File: src/rtl/sort_scheduler.sv
// Round-robin time-sharing of one systolic sort engine among NREQ requesters; pads batches to SIZE and drops pad zeros.
// Optional build macro SORT_SCHED_TIMEOUT_EN adds a WAIT/DRAIN cycle budget (TIMEOUT) that aborts a stuck batch.
module sort_scheduler #(
    parameter int SIZE    = 1024,
    parameter int WIDTH   = 32,
    parameter int NREQ    = 4,
    parameter int TIMEOUT = 8192
) (
    input  logic                     clk,
    input  logic                     rst_n,
    input  logic [NREQ-1:0]          req,
    output logic [NREQ-1:0]          grant,
    input  logic [NREQ*WIDTH-1:0]    in_data,
    input  logic [NREQ-1:0]          in_valid,
    input  logic [NREQ-1:0]          in_last,
    output logic [NREQ-1:0]          in_ready,
    output logic                     eng_rst_n,
    output logic [WIDTH-1:0]         eng_d,
    input  logic [WIDTH-1:0]         eng_q,
    input  logic                     eng_active_output,
    output logic                     out_valid,
    output logic [WIDTH-1:0]         out_data,
    output logic [$clog2(NREQ)-1:0]  out_id,
    output logic                     out_last,
    output logic                     done,
    output logic [1:0]               status
);
    localparam int IDW = $clog2(NREQ);
    localparam int CW  = $clog2(4*SIZE + TIMEOUT);

    localparam logic [CW-1:0]  SIZE_C     = CW'(SIZE);
    localparam logic [CW-1:0]  LAST_OC    = CW'(SIZE - 1);
    localparam logic [CW-1:0]  TWO_SIZE   = CW'(2*SIZE);
    localparam logic [CW-1:0]  LAST_SLOT  = CW'(2*SIZE - 1);
    localparam logic [CW-1:0]  LOAD_END   = CW'(2*SIZE + 1);
    localparam logic [IDW-1:0] LAST_ID    = IDW'(NREQ - 1);

    typedef enum logic [2:0] {S_IDLE, S_ENGRST, S_LOAD, S_WAIT, S_DRAIN, S_DONE} state_t;

    state_t          state;
    logic [IDW-1:0]  ptr;
    logic [IDW-1:0]  id;
    logic [CW-1:0]   pc;
    logic [CW-1:0]   oc;
    logic [CW-1:0]   len;
    logic            batch_open;
    logic            underrun;
`ifdef SORT_SCHED_TIMEOUT_EN
    logic [CW-1:0]   tcnt;
`endif

    logic            found;
    logic [IDW-1:0]  sel;
    int              j;

    // First requester at or after the pointer, wrapping.
    always_comb begin
        found = 1'b0;
        sel   = '0;
        j     = 0;
        for (int i = 0; i < NREQ; i++) begin
            j = int'(ptr) + i;
            if (j >= NREQ) j = j - NREQ;
            if (!found && req[j]) begin
                found = 1'b1;
                sel   = IDW'(j);
            end
        end
    end

    logic [WIDTH-1:0] cur_data;
    logic             cur_valid;
    logic             cur_last;
    logic             fwd;

    assign cur_data  = in_data[id*WIDTH +: WIDTH];
    assign cur_valid = in_valid[id];
    assign cur_last  = in_last[id];
    // Pad zeros sort first, so the leading SIZE-len outputs are exactly the padding.
    assign fwd       = eng_active_output && (oc >= (SIZE_C - len));

    always_ff @(posedge clk) begin
        if (!rst_n) begin
            state      <= S_IDLE;
            ptr        <= '0;
            id         <= '0;
            pc         <= '0;
            oc         <= '0;
            len        <= '0;
            batch_open <= 1'b0;
            underrun   <= 1'b0;
            grant      <= '0;
            in_ready   <= '0;
            eng_rst_n  <= 1'b0;
            eng_d      <= '0;
            out_valid  <= 1'b0;
            out_data   <= '0;
            out_id     <= '0;
            out_last   <= 1'b0;
            done       <= 1'b0;
            status     <= 2'b00;
`ifdef SORT_SCHED_TIMEOUT_EN
            tcnt       <= '0;
`endif
        end else begin
            in_ready  <= '0;
            done      <= 1'b0;
            status    <= 2'b00;
            out_valid <= 1'b0;
            out_data  <= '0;
            out_id    <= '0;
            out_last  <= 1'b0;
            case (state)
                S_IDLE: begin
                    eng_rst_n <= 1'b1;
                    eng_d     <= '0;
                    if (found) begin
                        id        <= sel;
                        grant     <= NREQ'(1) << sel;
                        eng_rst_n <= 1'b0;
                        state     <= S_ENGRST;
                    end
                end
                S_ENGRST: begin
                    eng_rst_n  <= 1'b1;
                    pc         <= '0;
                    len        <= '0;
                    batch_open <= 1'b1;
                    underrun   <= 1'b0;
                    state      <= S_LOAD;
                end
                S_LOAD: begin
                    pc <= pc + 1'b1;
                    if (!pc[0]) begin
                        if (batch_open && pc < TWO_SIZE) in_ready[id] <= 1'b1;
                    end else begin
                        // Odd phase: the strobe closes here; the taken word is held for the next two cycles.
                        eng_d <= '0;
                        if (in_ready[id]) begin
                            if (cur_valid) begin
                                eng_d <= cur_data;
                                len   <= len + 1'b1;
                                if (cur_last || pc == LAST_SLOT) batch_open <= 1'b0;
                            end else begin
                                batch_open <= 1'b0;
                                underrun   <= 1'b1;
                            end
                        end
                        if (pc == LOAD_END) begin
                            state <= S_WAIT;
                            oc    <= '0;
`ifdef SORT_SCHED_TIMEOUT_EN
                            tcnt  <= '0;
`endif
                        end
                    end
                end
                S_WAIT, S_DRAIN: begin
                    eng_d <= '0;
                    if (eng_active_output) begin
                        state <= S_DRAIN;
                        oc    <= oc + 1'b1;
                        if (fwd) begin
                            out_valid <= 1'b1;
                            out_data  <= eng_q;
                            out_id    <= id;
                            out_last  <= (oc == LAST_OC);
                        end
                        if (oc == LAST_OC) begin
                            state  <= S_DONE;
                            done   <= 1'b1;
                            status <= {1'b0, underrun};
                        end
                    end
`ifdef SORT_SCHED_TIMEOUT_EN
                    tcnt <= tcnt + 1'b1;
                    if (tcnt == CW'(TIMEOUT - 1) && !(eng_active_output && oc == LAST_OC)) begin
                        state     <= S_DONE;
                        done      <= 1'b1;
                        status    <= {1'b1, underrun};
                        eng_rst_n <= 1'b0;
                        out_valid <= 1'b0;
                        out_last  <= 1'b0;
                    end
`endif
                end
                S_DONE: begin
                    grant     <= '0;
                    eng_rst_n <= 1'b1;
                    ptr       <= (id == LAST_ID) ? '0 : id + 1'b1;
                    state     <= S_IDLE;
                end
                default: state <= S_IDLE;
            endcase
        end
    end
endmodule
File: config.mk
export PLATFORM = sky130hd
export DESIGN_NAME = sort_scheduler
export DESIGN_NICKNAME = d
export VERILOG_FILES = /design/src/rtl/sort_scheduler.sv
export SDC_FILE = /design/constraint.sdc
export NUM_CORES = 1
export LEC_CHECK = 0
export CAP_MARGIN = 20
export CORE_UTILIZATION = 48
export DETAILED_ROUTE_END_ITERATION = 6
export PLACE_DENSITY = 0.82
export REMOVE_ABC_BUFFERS = 1
export SLEW_MARGIN = 20
export SYNTH_ARGS = -nofsm -noshare
export SYNTH_HDL_FRONTEND = slang
export SYNTH_SLANG_ARGS = --single-unit
File: constraint.sdc
create_clock -name clk -period 8.05 [get_ports clk]
set_input_delay 2.0125 -clock clk [delete_from_list [all_inputs] [get_ports clk]]
set_output_delay 2.0125 -clock clk [all_outputs]
set_load 0.005 [all_outputs]
== Word-level counts from Yosys, hierarchy flattened ==
Index checks and enable logic that the tools add are counted.
Operators by class
  $add $sub $neg: 12
  magnitude comparators: 12
  equality and inequality tests: 17
  shift-type cells: 2
  mux-type cells: 67
  bitwise gates (word level): 3
  reduce and logical (&&, ||, !) cells: 31
Operator list (count)
  $mux 32: 7
  $lt 32x4->1 const B: 4
  $shiftx 128x8->32: 1
  $mux 14: 6
  $pmux 14 s2: 3
  $pmux 32 s2: 1
  $add 14x1->14 const B: 3
  $reduce_and 4->1: 7
  $mux 1: 27
  $bmux 1 s2: 7
  $eq 14x10->1 const B: 1
  $eq 14x11->1 const B: 1
  $eq 14x12->1 const B: 1
  $ge 14x14->1: 1
  $lt 14x12->1 const B: 1
  $ne 2x2->1 const B: 7
  $sub 11x14->14 const A: 1
  $mux 3: 4
  $pmux 3 s4: 1
  $sub 3x3->4 const B: 3
  $mux 2: 5
  $reduce_bool 2->1: 5
  $ge 3x3->1 const B: 3
  $pmux 4 s2: 1
  26 further kinds: 43
Storage, ports and cells
  register bits after elaboration: 131
  input port bits: 175
  output and inout bits: 80
  logic and storage cells: 163

== Longest topological paths before layout ==
Gate-level depths: netlist of the first run.
  depth after elaboration: 18
  gate-level depth with buffers: 12
  mapped depth without buffers: 11

== Least setup slack after synthesis of the first run ==
OpenSTA, ideal clock, no wires.
  kind: input -> register
  start point: input port in_valid[3]
  end point: register len[4]
  setup time: 128 ps
  arrival: 3117 ps
  data required time: 7922 ps
  setup slack: 4806 ps
  stages on the path: 5
  buffers on the path: 0
  cells stage by stage: mux4_2 nor2_1 nor4b_1 xnor2_1 nor2_1
Between the ends
  cells in the longest elaborated chain, start to end: 4
Ends and longest elaborated chain
  from (decl): RTL line 14  | input logic [NREQ-1:0] in_valid,
  $bmux 1 s2: RTL line 77  | assign cur_valid = in_valid[id];
  $mux 1 (implied by the code): RTL line 77
  $ne 2x2->1 (no line)
  $reduce_and 4->1 (no line)
  to (signal assigned): RTL line 142  | len <= len + 1'b1;
  to (decl): RTL line 45  | logic [CW-1:0] len;
Every way passes these cells. The select of a mux whose other input is x is not followed.
A chain may end at the register's enable or synchronous reset.

== Final worst setup path of the first run ==
  start point: register len[3]
  end point: register out_id[0]
Between the ends
  cells in the longest elaborated chain, start to end: 4
Ends and longest elaborated chain
  $sub 11x14->14: RTL line 80  | assign fwd = eng_active_output && (oc >= (SIZE_C - len));
  $ge 14x14->1: RTL line 80
  $logic_and 1x1->1: RTL line 80
  $reduce_and 4->1 (no line)
  to (signal assigned): RTL line 166  | out_id <= id;
  to (decl): RTL line 23  | output logic [$clog2(NREQ)-1:0] out_id,
Every way passes these cells.

==> results of run 1 <==
[worst max-delay path: stages, from the launching register on]
cell      delay [ns]
dfxtp_1         0.40
nor4_1          0.52
nand3_1         0.22
a211oi_1        0.33
xor2_1          0.21
ha_1            0.31
nand4_1         0.12
nor2_1          0.07
a221o_1         0.32
a31oi_4         0.81
a211oi_1        0.23
[final cells by class]
class                           count  area (µm²)  share of cell area (%)
Clock buffer                       18         439                    4.39
Clock inverter                     14         179                    1.79
Sequential cell                   130        2610                    26.1
Multi-Input combinational cell    517        3890                    38.9
Timing Repair Buffer              261        2590                    25.9
Tap cell                          180         225                    2.25
Inverter                           20        75.1                   0.751
[per-stage QoR]
step           worst slack (ns)  util [%]  instance area [µm²]
6_report                   4.32      72.3                10000
5_1_grt                    4.06      72.3                10000
4_1_cts                    4.34      72.3                10000
3_5_place_dp               4.04      67.8                 9380
3_3_place_gp               4.12      67.8                 9380
2_1_floorplan              4.15         -                 6530
[layout by cell type, fill, tap and decap left out, types with 9 or more instances in the layout]
cell type / instances
or4_1: 10
o31ai_1: 10
a21oi_1: 66
nand2_1: 42
nand3_1: 57
nor2_1: 36
nor2b_1: 41
ha_1: 23
nor4_1: 12
xnor2_1: 15
clkdlybuf4s50_1: 252
nand4_1: 12
inv_1: 20
clkbuf_16: 17
mux4_2: 35
a22oi_1: 33
dfxtp_1: 128
o21ai_0: 17
or3_1: 9
[per-layer routing]
layer | GRT usage (%) | wire length [µm]
met4 | 10.2 | 471
met2 | 46.5 | 10000
met1 | 36.6 | 8730
met5 | 0 | 0
met3 | 7.52 | 1690
[worst min-delay path by stage]
stage	depth (start not counted)	end	slack (ns)	from
3_5_place_dp	2	underrun	0.47	underrun
6_report	2	underrun	0.50	underrun
4_1_cts	2	underrun	0.49	underrun
2_1_floorplan	2	status[0]	0.41	underrun
3_3_place_gp	2	underrun	0.46	underrun
5_1_grt	2	status[0]	0.51	underrun
[registers in the layout (all words and copies together), names as in the netlist]
signal      count
underrun        1
in_ready        4
out_id          2
len            14
ptr             2
oc             14
batch_open      1
eng_d          32
pc             14
grant           4
id              2
out_data       32
out_last        1
out_valid       1
status          1
eng_rst_n       1
state           3
done            1
[logic make-up after synthesis]
group	after synthesis	synth area share, %
AO/OA/AOI/OAI	168	15.8
XOR/XNOR	22	2.84
adder cells (fa/ha/maj)	23	4.24
buffers and inverters	78	4.92
flip-flops	130	38.3
multiplexers	39	12.2
other	1	0.0552
AND/OR/NAND/NOR	264	21.6
[where the power goes]
part	switching (mW)	internal (mW)
sequential	0.0151	0.652
combinational	0.140	0.153
clock	0.307	0.499
total	0.463	1.30
==> impl_metrics.csv, run 1 <==
group,metric,value,unit
status,outcome,"complete, no violations",
yosys,synth_area_per_cell,9.37,µm²
job,drv_cap,0,
place,port_buffers,253,
sta,finalCritPeriodShare,46.3,%
route,firstDrtPassIters,5,
route,vias,6548,
clock_tree,cts-hold-fix-buffers,0,
route,first_iter_violations,402,
yosys,synth.most_common_cell,"dfxtp_1",
sta,holdWs,0.497,ns
worst_setup_path,crit_fanout,36,
clock_tree,numCtsBuffers,17,
clock_tree,clock_sinks,130,
power,p_leak,3.38,nW
yosys,synth.distinct_cells,61,
worst_setup_path,r2r_cells,10,
worst_setup_path,r2r_start,"len[3]",
worst_setup_path,crit_path_end_kind,"flip-flop",
place,globalplace.congestion,0.862,
grt,grt_max_degree,76,
sta,slew_violations,0,
clock_tree,cts.clk_slew.worst_paths,0.06,ns
worst_setup_path,r2r_setup_slack,4.32,ns
route,wl_per_cell,18.4,µm
worst_setup_path,crit_start,"len[3]",
worst_setup_path,r2r-end,"out_id[0]",
route,vias_per_cell,5.74,
yosys,synth_cells,725,
sta,slew_headroom,30.4,%
route,wirelength,20900,µm
power,finalPower,1.77,mW
layout,nets,1145,
worst_setup_path,required,8.30,ns
sta,rsz0062_at_grt,"no",
yosys,synth_ff_type,"dfxtp_1",
worst_setup_path,crit_path_end,"out_id[0]",
layout,area_delta_synth_final,47.2,%
worst_setup_path,cp.arrival,3.98,ns
yosys,seq_area_frac_synth,38.3,%
yosys,syn_area,6790,µm²
sta,setup_violations,0,
place,dp_hpwl,15300,µm
layout,final_cells,1140,
yosys,async_reset_ff_share,0,%
die,core,13800,µm²
worst_setup_path,crit_type,"flip-flop to flip-flop",
power,power_density,177,nW/µm²
yosys,synth_area_leaders,"dfxtp_1 (38%), mux4_2 (12%), a21oi_1 (4.9%), ha_1 (4.2%), nand3_1 (4.2%)",
die,die_x,121,µm
die,die_y,121,µm
die,die-area,14600,µm²
sta,post-route-min-period,3.73,ns
sta,tns,0,ns
yosys,yosys.area.top_type_share,38.3,%
route,drc,0,
yosys,yosys_register_bits,130,
place,dp.cells,1108,
clock_tree,post_cts_buffers,0,
worst_setup_path,cp-start-kind,"flip-flop",
sta,clock_skew,0.00739,ns
power,peakVddDrop,0.138,mV
layout,fill_cells,1018,
grt,antenna_found_initial,0,
clock_tree,cts_root_buf,"clkbuf_16",
route,antenna_left,0,
die,ioPinCount,255,
die,rows,43,
layout,antenna_cells,0,
grt,grt.total_usage,28.6,%
clock_tree,cts_tree,"done",
sta,worst_pin_slew,1.04,ns
clock_tree,clk_latency,0.42,ns
die,start_util,49.1,%
yosys,synth_top_area_cell,"dfxtp_1",
sta,finalHoldViolations,0,
grt,grt_pass1_vias,6080,
clock_tree,htreeDepth,4,
clock_tree,cts_resized,0,
sta,fmax,0.268,GHz
yosys,synth-edff-count,0,
clock_tree,ctsLongestPathBuffers,2,
layout,drive_above_1_share,9.90,%
worst_hold_path,min_path_type,"flip-flop to flip-flop",
yosys,yosys_warnings,0,
grt,grt_pass1_wl,32200,µm
grt,grt_overflow_total,0,
yosys,ys_top_cells_by_count,"dfxtp_1 (130), a21oi_1 (66), nand3_1 (57)",
No activity file was read; power rests on OpenSTA's default activity.
==> inputs of run 2 (changes only) <==
- CORE_UTILIZATION: 48 -> 45
- PLACE_DENSITY: 0.82 -> 0.77
- clock period: 8.05 -> 3.84 ns (I/O delays scaled with it)
==> run 2 against run 1 <==
Net effect:
- the flow now finishes with violations (design-rule violations)
- setup slack worse by 3.7 ns
- non-clock buffer count is 5 higher
- register-to-register slack lost 3.7 ns
- critical path type unchanged
- critical endpoint is now out_data[22]
- largest cell class unchanged
==> impl_metrics.csv, run 2 (synthesis gave the netlist of run 1 again) <==
group,metric,value,unit
clock_tree,cts.clk_slew.worst_paths,0.06,ns
sta,setup_slack,0.633,ns
die,core,14600,µm²
clock_tree,numCtsBuffers,17,
route,antenna_left,0,
place,port_buffers,253,
place,globalplace.congestion,0.855,
clock_tree,cts_tree,"done",
route,wl_per_cell,18.0,µm
sta,fmax,0.312,GHz
route,first_iter_violations,453,
worst_setup_path,crit_type,"flip-flop to flip-flop",
clock_tree,post_cts_buffers,0,
layout,final_util,68.4,%
route,vias_per_cell,5.66,
worst_setup_path,cp-start-kind,"flip-flop",
sta,finalCritPeriodShare,83.5,%
sta,slew_headroom,31.7,%
worst_setup_path,crit_path_end_kind,"flip-flop",
place,dp_hpwl,15600,µm
worst_setup_path,crit_fanout,36,
die,die_x,125,µm
sta,clock_skew,0.00794,ns
layout,antenna_cells,0,
status,violations,"design-rule violations",
sta,finalHoldViolations,0,
sta,worst_pin_slew,1.02,ns
route,vias,6508,
grt,grt_max_degree,41,
layout,mostFrequentLayoutCells,"clkdlybuf4s50_1 (252), dfxtp_1 (128), a21oi_1 (66), nand3_1 (57), nand2_1 (42)",
status,outcome,"finished with violations",
route,wirelength,20600,µm
layout,final_common_cell,"clkdlybuf4s50_1",
job,drv_cap,0,
layout,drive_above_1_share,10.4,%
power,p_leak,3.40,nW
grt,antenna_found_initial,0,
layout,reg_top3,"eng_d: 32 flops, out_data: 32 flops",
power,finalPower,3.63,mW
layout,fill_cells,1186,
die,ioPinCount,255,
clock_tree,clock_sinks,130,
grt,grt_overflow_total,0,
grt,grt.total_usage,26.6,%
layout,area_delta_synth_final,47.5,%
clock_tree,htreeDepth,4,
power,power_density,362,nW/µm²
grt,grt_pass1_vias,6205,
route,firstDrtPassIters,7,
clock_tree,cts_root_buf,"clkbuf_16",
die,start_util,46.4,%
place,preCtsSetupSlack,0.642,ns
worst_setup_path,cp.arrival,3.50,ns
sta,slew_violations,0,
sta,post-route-min-period,3.21,ns
layout,nets,1150,
worst_setup_path,required,4.13,ns
clock_tree,ctsLongestPathBuffers,2,
sta,rsz0062_at_grt,"no",
route,drc,44,
die,rows,44,
sta,setup_violations,0,
clock_tree,cts-hold-fix-buffers,0,
clock_tree,cts_resized,0,
worst_hold_path,min_path_type,"flip-flop to flip-flop",
clock_tree,clk_latency,0.42,ns
die,die-area,15600,µm²
power,peakVddDrop,0.288,mV
die,die_y,125,µm
grt,grt_pass1_wl,32600,µm
[run 2: cell types whose count changed in the layout (fill, tap and decap cells not counted), sizes merged]
cell,previous run,this run
clkbuf,18,19
inv,24,25
buf,9,14
bufinv,3,2
clkinvlp,3,2
[run 2: worst max-delay path, stage by stage, from the launching register on]
cell and delay (ns):
dfxtp_1 0.39, nor4_1 0.56, nand3_1 0.21, a211oi_1 0.31, xor2_1 0.17, ha_1 0.28
nand4_1 0.12, nor2_1 0.07, a221o_1 0.30, a31oi_2 0.13, buf_4 0.36, a21oi_1 0.15
[run 2: area by class of cell]
type / instances / area, µm² / area share (%)
clock buffers: 19 / 453 / 4.52
clock inverters: 13 / 150 / 1.50
inverters: 20 / 75.1 / 0.749
multi-input cells: 517 / 3880 / 38.7
flip-flops and latches: 130 / 2610 / 26.0
well taps: 184 / 230 / 2.30
repair buffers: 266 / 2630 / 26.2
[run 2: layer usage]
metal | share of wire [%] | track usage (%)
met1 | 41 | 31.7
met5 | 0 | 0
met4 | 3.5 | 13.1
met3 | 6.9 | 6.79
met2 | 48 | 44.7
[run 2: report_power, final]
group	total [mW]	internal [mW]	switching, mW
logic	0.609	0.323	0.286
registers	1.40	1.37	0.0298
clock network	1.62	1.00	0.621
total	3.63	2.69	0.936
[run 2: path summary, 6_finish.rpt]
path,depth (start not counted),from,slack [ns],to
setup reg to reg,11,len[3],0.63,out_data[22]
setup / recovery,11,len[3],0.63,out_data[22]
hold / removal,2,grant[1],0.46,grant[1]
hold reg to reg,2,grant[1],0.46,grant[1]
[run 2: metrics by stage]
step | TNS [ns] | cells | hold WS, ns | instance area [µm²]
after floorplan | -0.856 | 667 | 0.409 | 6530
after global placement | 0 | 1117 | 0.443 | 9410
after detailed placement | 0 | 1117 | 0.452 | 9410
after CTS | 0 | 1149 | 0.460 | 10000
after global routing | 0 | 1149 | 0.484 | 10000
final | 0 | 1149 | 0.455 | 10000
